`src/rtl/if_fetch_ctrl.sv`:
```
// Instruction-fetch controller: owns the fetch PC, issues aligned 64-bit fetches and feeds the instruction FIFO.
// Optional macro IF_MISALIGN_EXC_EN adds the misaligned-fetch exception path (ERR state, fetch_adel/fetch_badvaddr).
module if_fetch_ctrl #(
    parameter logic [31:0] RESET_PC = 32'hBFC0_0000
) (
    input  logic        clk,
    input  logic        rst,
    input  logic        fifo_full,
    input  logic        redirect_valid,
    input  logic [31:0] redirect_pc,
    output logic        fifo_rst,
    output logic        inst_req,
    output logic [31:0] inst_addr,
    input  logic        inst_addr_ok,
    input  logic        inst_data_ok,
    input  logic [63:0] inst_rdata,
    output logic        write_en1,
    output logic        write_en2,
    output logic [31:0] write_address1,
    output logic [31:0] write_address2,
    output logic [31:0] write_data1,
    output logic [31:0] write_data2
`ifdef IF_MISALIGN_EXC_EN
    ,
    output logic        fetch_adel,
    output logic [31:0] fetch_badvaddr
`endif
);

    typedef enum logic [2:0] {
        ST_IDLE = 3'd0,
        ST_REQ  = 3'd1,
        ST_WAIT = 3'd2,
        ST_KILL = 3'd3
`ifdef IF_MISALIGN_EXC_EN
        ,
        ST_ERR  = 3'd4
`endif
    } state_e;

    state_e      state_q, state_d;
    logic [31:0] pc_q, pc_d;
    logic [31:0] req_addr_q, req_addr_d;
    logic        stale_q, stale_d;

    logic [31:0] redirect_target;
    logic [31:0] pc_plus4;
    logic [31:0] pc_seq;
    logic [31:0] pc_seq_line;
    logic        resp_accept;

    // Without the exception path a redirect can never make the PC misaligned.
`ifdef IF_MISALIGN_EXC_EN
    assign redirect_target = redirect_pc;
`else
    assign redirect_target = redirect_pc & 32'hFFFF_FFFC;
`endif

    assign pc_plus4    = pc_q + 32'd4;
    assign pc_seq      = pc_q[2] ? pc_plus4 : (pc_q + 32'd8);
    assign pc_seq_line = {pc_seq[31:3], 3'b000};
    assign resp_accept = (state_q == ST_WAIT) && inst_data_ok && !redirect_valid;

    always_ff @(posedge clk or negedge rst) begin
        if (!rst) begin
            state_q    <= ST_IDLE;
            pc_q       <= RESET_PC;
            req_addr_q <= 32'h0;
            stale_q    <= 1'b0;
        end else begin
            state_q    <= state_d;
            pc_q       <= pc_d;
            req_addr_q <= req_addr_d;
            stale_q    <= stale_d;
        end
    end

    // A redirect always wins over sequential PC advance; the stale flag remembers redirects seen while in REQ.
    always_comb begin
        state_d    = state_q;
        pc_d       = pc_q;
        req_addr_d = req_addr_q;
        stale_d    = stale_q;
        case (state_q)
            ST_IDLE: begin
                if (redirect_valid) begin
                    pc_d = redirect_target;
`ifdef IF_MISALIGN_EXC_EN
                end else if (pc_q[1:0] != 2'b00) begin
                    state_d = ST_ERR;
`endif
                end else if (!fifo_full) begin
                    req_addr_d = {pc_q[31:3], 3'b000};
                    state_d    = ST_REQ;
                end
            end
            ST_REQ: begin
                if (redirect_valid) begin
                    pc_d    = redirect_target;
                    stale_d = 1'b1;
                end
                if (inst_addr_ok) begin
                    state_d = (stale_q || redirect_valid) ? ST_KILL : ST_WAIT;
                    stale_d = 1'b0;
                end
            end
            ST_WAIT: begin
                if (resp_accept) begin
                    pc_d = pc_seq;
                    if (!fifo_full) begin
                        req_addr_d = pc_seq_line;
                        state_d    = ST_REQ;
                    end else begin
                        state_d = ST_IDLE;
                    end
                end else if (redirect_valid) begin
                    pc_d    = redirect_target;
                    state_d = inst_data_ok ? ST_IDLE : ST_KILL;
                end
            end
            ST_KILL: begin
                if (redirect_valid) begin
                    pc_d = redirect_target;
                end
                if (inst_data_ok) begin
                    state_d = ST_IDLE;
                end
            end
`ifdef IF_MISALIGN_EXC_EN
            ST_ERR: begin
                if (redirect_valid) begin
                    pc_d    = redirect_target;
                    state_d = ST_IDLE;
                end
            end
`endif
            default: begin
                state_d = ST_IDLE;
            end
        endcase
    end

    always_comb begin
        fifo_rst       = redirect_valid;
        inst_req       = (state_q == ST_REQ);
        inst_addr      = req_addr_q;
        write_en1      = 1'b0;
        write_en2      = 1'b0;
        write_address1 = 32'h0;
        write_address2 = 32'h0;
        write_data1    = 32'h0;
        write_data2    = 32'h0;
`ifdef IF_MISALIGN_EXC_EN
        fetch_adel     = 1'b0;
        fetch_badvaddr = 32'h0;
`endif
        if (resp_accept) begin
            write_en1      = 1'b1;
            write_address1 = pc_q;
            write_data1    = pc_q[2] ? inst_rdata[63:32] : inst_rdata[31:0];
            if (!pc_q[2]) begin
                write_en2      = 1'b1;
                write_address2 = pc_plus4;
                write_data2    = inst_rdata[63:32];
            end
        end
`ifdef IF_MISALIGN_EXC_EN
        // The faulting PC goes down the pipe as a null instruction carrying the exception.
        if ((state_q == ST_IDLE) && !redirect_valid && (pc_q[1:0] != 2'b00)) begin
            write_en1      = 1'b1;
            write_address1 = pc_q;
            write_data1    = 32'h0;
            fetch_adel     = 1'b1;
            fetch_badvaddr = pc_q;
        end
`endif
    end

endmodule

```
`config.mk`:
```
export PLATFORM = sky130hd
export DESIGN_NAME = if_fetch_ctrl
export DESIGN_NICKNAME = d
export VERILOG_FILES = /design/src/rtl/if_fetch_ctrl.sv
export SDC_FILE = /design/constraint.sdc
export NUM_CORES = 1
export LEC_CHECK = 0
export CELL_PAD_IN_SITES_DETAIL_PLACEMENT = 0
export CELL_PAD_IN_SITES_GLOBAL_PLACEMENT = 1
export CORE_ASPECT_RATIO = 2
export CORE_MARGIN = 8
export CORE_UTILIZATION = 25
export CTS_BUF_LIST = sky130_fd_sc_hd__clkbuf_8
export DETAILED_ROUTE_END_ITERATION = 6
export PLACE_DENSITY_LB_ADDON = 0.12
export SLEW_MARGIN = 20
export SYNTH_ARGS = -nofsm -noshare
export SYNTH_HDL_FRONTEND = slang
export SYNTH_SLANG_ARGS = --single-unit
```
`constraint.sdc`:
```
create_clock -name clk -period 2 [get_ports clk]
set_clock_uncertainty 0.05 [all_clocks]
set_input_delay 0.5 -clock clk [delete_from_list [all_inputs] [get_ports clk]]
set_output_delay 0.5 -clock clk [all_outputs]
set_load 0.005 [all_outputs]
```
* Word-level counts from Yosys, hierarchy flattened *
Cells that the tools add are included.

storage, ports and cells
  register bits = 68
  bits of input ports = 102
  word-level logic and storage cells = 59

cells by class
  reductions and logical operators = 12
  $add $sub $neg = 2
  eq/ne operators = 10
  multiplexer cells = 31

operator list
  operator                                                          count
  32-bit two-way mux                                                14
  32-bit one-hot mux with 2 select lines                            2
  32-bit by 3-bit adder with 32-bit output (second input constant)  1
  32-bit by 4-bit adder with 32-bit output (second input constant)  1
  3-bit two-way mux                                                 6
  3-bit one-hot mux with 4 select lines                             1
  2-bit != test (second input constant)                             5
  5-bit AND reduction                                               2
  1-bit two-way mux                                                 7
  3-bit by 2-bit == test with 1-bit output (second input constant)  2
  2-bit nonzero test                                                3
  3-bit by 1-bit == test with 1-bit output (second input constant)  1
  3-bit logical NOT                                                 1
  3-bit != test (second input constant)                             1
  3-bit OR reduction                                                1
  1-bit logical AND                                                 2
  2-bit two-way mux                                                 1
  2-bit by 1-bit != test with 1-bit output (second input constant)  1
  2-bit AND reduction                                               1
  1-bit logical NOT                                                 1
  1-bit logical OR                                                  1

* Logic depth before layout (Yosys ltp) *
Gate-level depths: netlist of the first run.

  depth after elaboration = 5
  depth in mapped cells = 8
  gate-level depth less buffers = 6

* Least setup slack after synthesis of the first run *
OpenSTA, ideal clock, no wires.

  path kind = register -> output
  from = register state_q[0]
  to = output write_data2[22]
  arrival time = 1485 ps
  stages on the path, launching flop included = 7
  buffers on the path = 2
  path slack = -35 ps
  cell sequence = dfrtp_1 > nand3b_4 > or2_1 > clkbuf_1 > nor2_2 > buf_2 > and2_1

between the ends
  word-level cells in the longest chain between the ends = 4

RTL lines
  what                                      line  source
  start, declared                           41    state_e state_q, state_d;
  start signal, assigned                    71    state_q <= state_d;
  3-bit by 2-bit == test with 1-bit output  62    assign resp_accept = (state_q == ST_WAIT) && inst_data_ok && !redirect_valid;
  1-bit logical AND (2 in series)           62
  32-bit two-way mux                        157   if (resp_accept) begin
  end, declared                             22    output logic [31:0] write_data2

Every way passes these cells.

* Worst setup path in the final report of the first run *
  from = register state_q[0]
  to = output write_address2[31]

between the ends
  word-level cells in the longest chain between the ends = 4

RTL lines
  what                                      line  source
  3-bit by 2-bit == test with 1-bit output  62
  1-bit logical AND (2 in series)           62
  32-bit two-way mux                        157
  end, declared                             20    output logic [31:0] write_address2,

Every way passes these cells.

==> results of run 1 <==
==> kinds of logic (layout without fill, tap and decap cells) <==
group / count (synthesis) / after routing / share of synthesized area, %
fa+ha+maj: 1 / 1 / 0.267
simple gates: 294 / 294 / 33.3
mux: 34 / 34 / 7.27
flops: 64 / 64 / 34.4
xor+xnor: 57 / 57 / 10.7
compound gates: 71 / 71 / 7.69
buf+inv: 63 / 373 / 6.31
other cells: 1 / 3 / 0.0801
==> area by class of cell <==
type | instances | area, um2 | area share (%)
multi-input combinational | 460 | 3190 | 35.1
clock buffer | 12 | 165 | 1.82
inverter | 6 | 35.0 | 0.385
tap | 219 | 274 | 3.01
timing repair buffer | 351 | 3770 | 41.5
clock inverter | 4 | 43.8 | 0.481
sequential | 64 | 1620 | 17.8
==> synth_stat cells, types with 2 or more instances <==
cell / number
and2_1: 88
nand2_1: 74
nor2_1: 57
dfrtp_1: 55
o21ai_1: 52
mux2i_1: 34
xor2_1: 31
buf_2: 26
xnor2_1: 26
clkbuf_1: 24
nand3_1: 19
nand4_1: 17
nor3_1: 13
a21oi_1: 11
dfstp_2: 9
o21ai_0: 6
buf_4: 5
inv_1: 5
nand3_2: 4
nor2b_1: 3
nor4_4: 3
and3_1: 2
and4_1: 2
nand2b_1: 2
nor4_1: 2
or2_1: 2
==> cells in the final DEF, fill, tap and decap left out, drive strengths merged <==
cell | netlist | routed
clkdlybuf4s15 | 0 | 20
inv | 6 | 7
and4 | 2 | 2
dfstp | 9 | 9
nand3b | 1 | 1
conb | 1 | 3
nand4 | 17 | 17
ha | 1 | 1
o21ai | 58 | 58
nand2b | 2 | 2
nor4b | 1 | 1
a21oi | 11 | 11
bufbuf | 0 | 1
or2 | 2 | 2
nor3 | 13 | 13
clkdlybuf4s50 | 0 | 125
mux2i | 34 | 34
a211oi | 1 | 1
buf | 33 | 199
xor2 | 31 | 31
clkbuf | 24 | 15
o211ai | 1 | 1
bufinv | 0 | 1
and2 | 89 | 89
dlygate4sd2 | 0 | 3
nor4 | 6 | 6
clkinv | 0 | 2
nor2b | 3 | 3
nor2 | 58 | 58
nand2 | 75 | 75
xnor2 | 26 | 26
nand3 | 23 | 23
and3 | 2 | 2
dfrtp | 55 | 55
==> critical path, cell delays in order (launching register included) <==
cell      delay [ns]
dfrtp_1         0.38
nand3b_4        0.15
or2_4           0.26
nor2_4          0.14
buf_12          0.13
buf_12          0.11
buf_12          0.13
buf_6           0.10
and2_4          0.13
buf_6           0.08
==> report_power, final <==
| group | switching [mW] | total, mW | internal [mW] |
|---|---|---|---|
| sequential | 0.266 | 1.94 | 1.67 |
| combinational | 1.28 | 2.98 | 1.70 |
| clock | 0.515 | 1.19 | 0.670 |
| total | 2.06 | 6.11 | 4.04 |
==> registers in the layout, summed over array words and instances (netlist names) <==
name and count:
inst_addr 29, pc_q 32, stale_q 1, state_q 2
==> timing repair <==
item,4_1_cts,5_1_grt
cloned,12,0
gates resized for setup,635,107
buffers inserted,28,7
setup endpoints to repair,133,144
pin swaps,46,13
==> routing by layer <==
layer | up-vias | share of wire (%) | global-route usage [%]
met4 | 0 | 1.8 | 5.48
met3 | 24 | 6.2 | 5.15
met1 | 2384 | 37 | 19.5
li1 | 2525 | - | -
met2 | 144 | 55 | 34.0
met5 | - | 0 | 0
==> stage by stage <==
| stage | hold WS (ns) | utilization (%) | setup slack (ns) |
|---|---|---|---|
| after detailed placement | 0.426 | 42.0 | -1.08 |
| after floorplan | 0.154 | - | -0.00581 |
| final | 0.115 | 49.0 | -0.518 |
| after global placement | 0.418 | 42.0 | -1.10 |
| after CTS | 0.116 | 47.1 | -0.541 |
| after global routing | 0.121 | 49.0 | -0.612 |
==> path summary, 6_finish.rpt <==
path / slack [ns] / start / end / cells after the start
setup / recovery: -0.52 / state_q[0]$_DFFE_PN0P_ / write_address2[31] / 9
hold / removal: 0.12 / rst / inst_addr[3]$_DFFE_PN0P_ / 2
setup reg to reg: 0.16 / state_q[0]$_DFFE_PN0P_ / inst_addr[20]$_DFFE_PN0P_ / 8
hold reg to reg: 0.43 / inst_addr[13]$_DFFE_PN0P_ / inst_addr[13]$_DFFE_PN0P_ / 2
max in group asynchronous: 1.44 / rst / pc_q[24]$_DFFE_PN1P_ / 2
min in group clk: 0.43 / inst_addr[13]$_DFFE_PN0P_ / inst_addr[13]$_DFFE_PN0P_ / 2
==> metrics.md, run 1 <==
| Metric | Value |
|---|---|
| Clock transition at the registers of the reported paths | roughly 0.08 ns |
| Largest net degree at the start of global routing | 65 |
| Final GP Congestion | a little under 0.8 |
| Area contributors post-synth | dfrtp_1, and2_1, mux2i_1 |
| Vias in the first global route | roughly 5,400 |
| Hold Vio Cnt, Final | 0 |
| Total CTS buffers | 9 |
| Total number of vias | 5,077 |
| Dpl hpwl | approximately 16,000 um |
| Max H-tree Level | 3 |
| EDFF count, synth | 0 |
| Number of cell rows | 71 |
| Failing checks | negative setup slack |
| Outcome | complete, but fails checks |
| TNS Setup | -46.25 ns |
| Initial antenna violation count | 0 |
| Sink Count | 64 |
| First DRT Iteration DRCs | 190 |
| Drt first pass iters | 5 |
| Placed cell areas | between 7000 and 8000 um2 |
| PD cells | between 600 and 700 nW/um2 |
| Diode count | 0 |
| F_max | 397 MHz |
| CP arrival | 1.97 ns |
| Total power | between 6 and 7 mW |
| Share of layout cells above drive strength 1 | between 30% and 40% |
| VDD IR max | between 0.3 and 0.4 mV |
| Clock latency on the worst-skew pair | between 0.3 and 0.4 ns |
| GRT overflow | 0 |
| Die area | ~24,000 um2 |
| Setup crit end kind | output pin |
| Final number of max-transition violations | 0 |
| CP Launch Type | flop |
| Fill cell count | 1,837 |
| Hold WC Path Type | in2async |
| Mapped Cells | ~600 |
| Crit path kind | reg2out |
| Pleak | roughly 3.9 nW |
| CORE AREA | ~19,000 um2 |
| Final Instance Area | 9100 um2 |
| Antenna-violating nets left | 0 |
| Post-synth top flop | dfrtp_1 |
| Area leader, netlist | dfrtp_1 |
| Starting density of the core | about a quarter |
| CTS Hold Buffers Added | 0 |
| Share of the synthesized area in the top cell type | 29.4% |
| Die width | roughly 110 um |
| Placed cells | approximately 1,100 |
| Clock tree buffer depth | 2 |
| Max_cap viols | 0 |
| Post-synth ARST share | 100% |
| Number of port buffers | 260 |
| Seq/Total Area, Yosys | approximately a third |
| RSZ-0062 raised after global routing | yes |
| DRC violations left | 0 |
| Synthesized flop and latch total | 64 |
| Setup-failing EPs final | 130 |
| First-pass GRT wire length | about 33,000 um |
| Syn avg cell area | around 8 um2 |
| Avg WL per Cell | 19.6 um |
| Worst EP required | 1.45 ns |
| Fin crit period | approximately 2.5 ns |
| Fin cells | 1,116 |
| Worst-path fanout max | 7 |
| Drt via density | 4.55 |
| Period utilization | 126% |
| Nets | between 900 and 1,000 |
| Worst Slack Setup Final | -0.518 ns |
| Chip height | 210 um |
| Area grow syn2layout | 94.3% |
| CTS tree | built |
| I/O pin count | roughly 270 |
| Post-synthesis cell type count | 39 |
| Synth warn | 0 |
| Final WL | 21,900 um |
| Mapped Area | ~4700 um2 |
| Root Driver | clkbuf_8 |
| Gr usage total | 18.4% |
(Power assumes the default switching activity.)
==> run 2, diff against run 1 <==
--- a/config.mk
+++ b/config.mk
@@ -5,6 +5,7 @@
 export SDC_FILE = /design/constraint.sdc
 export NUM_CORES = 1
 export LEC_CHECK = 0
+export CAP_MARGIN = 20
 export CELL_PAD_IN_SITES_DETAIL_PLACEMENT = 0
 export CELL_PAD_IN_SITES_GLOBAL_PLACEMENT = 1
 export CORE_ASPECT_RATIO = 2
==> results of run 2 <==
Same layout as run 1: the final DEF is identical, and so are final timing and power.
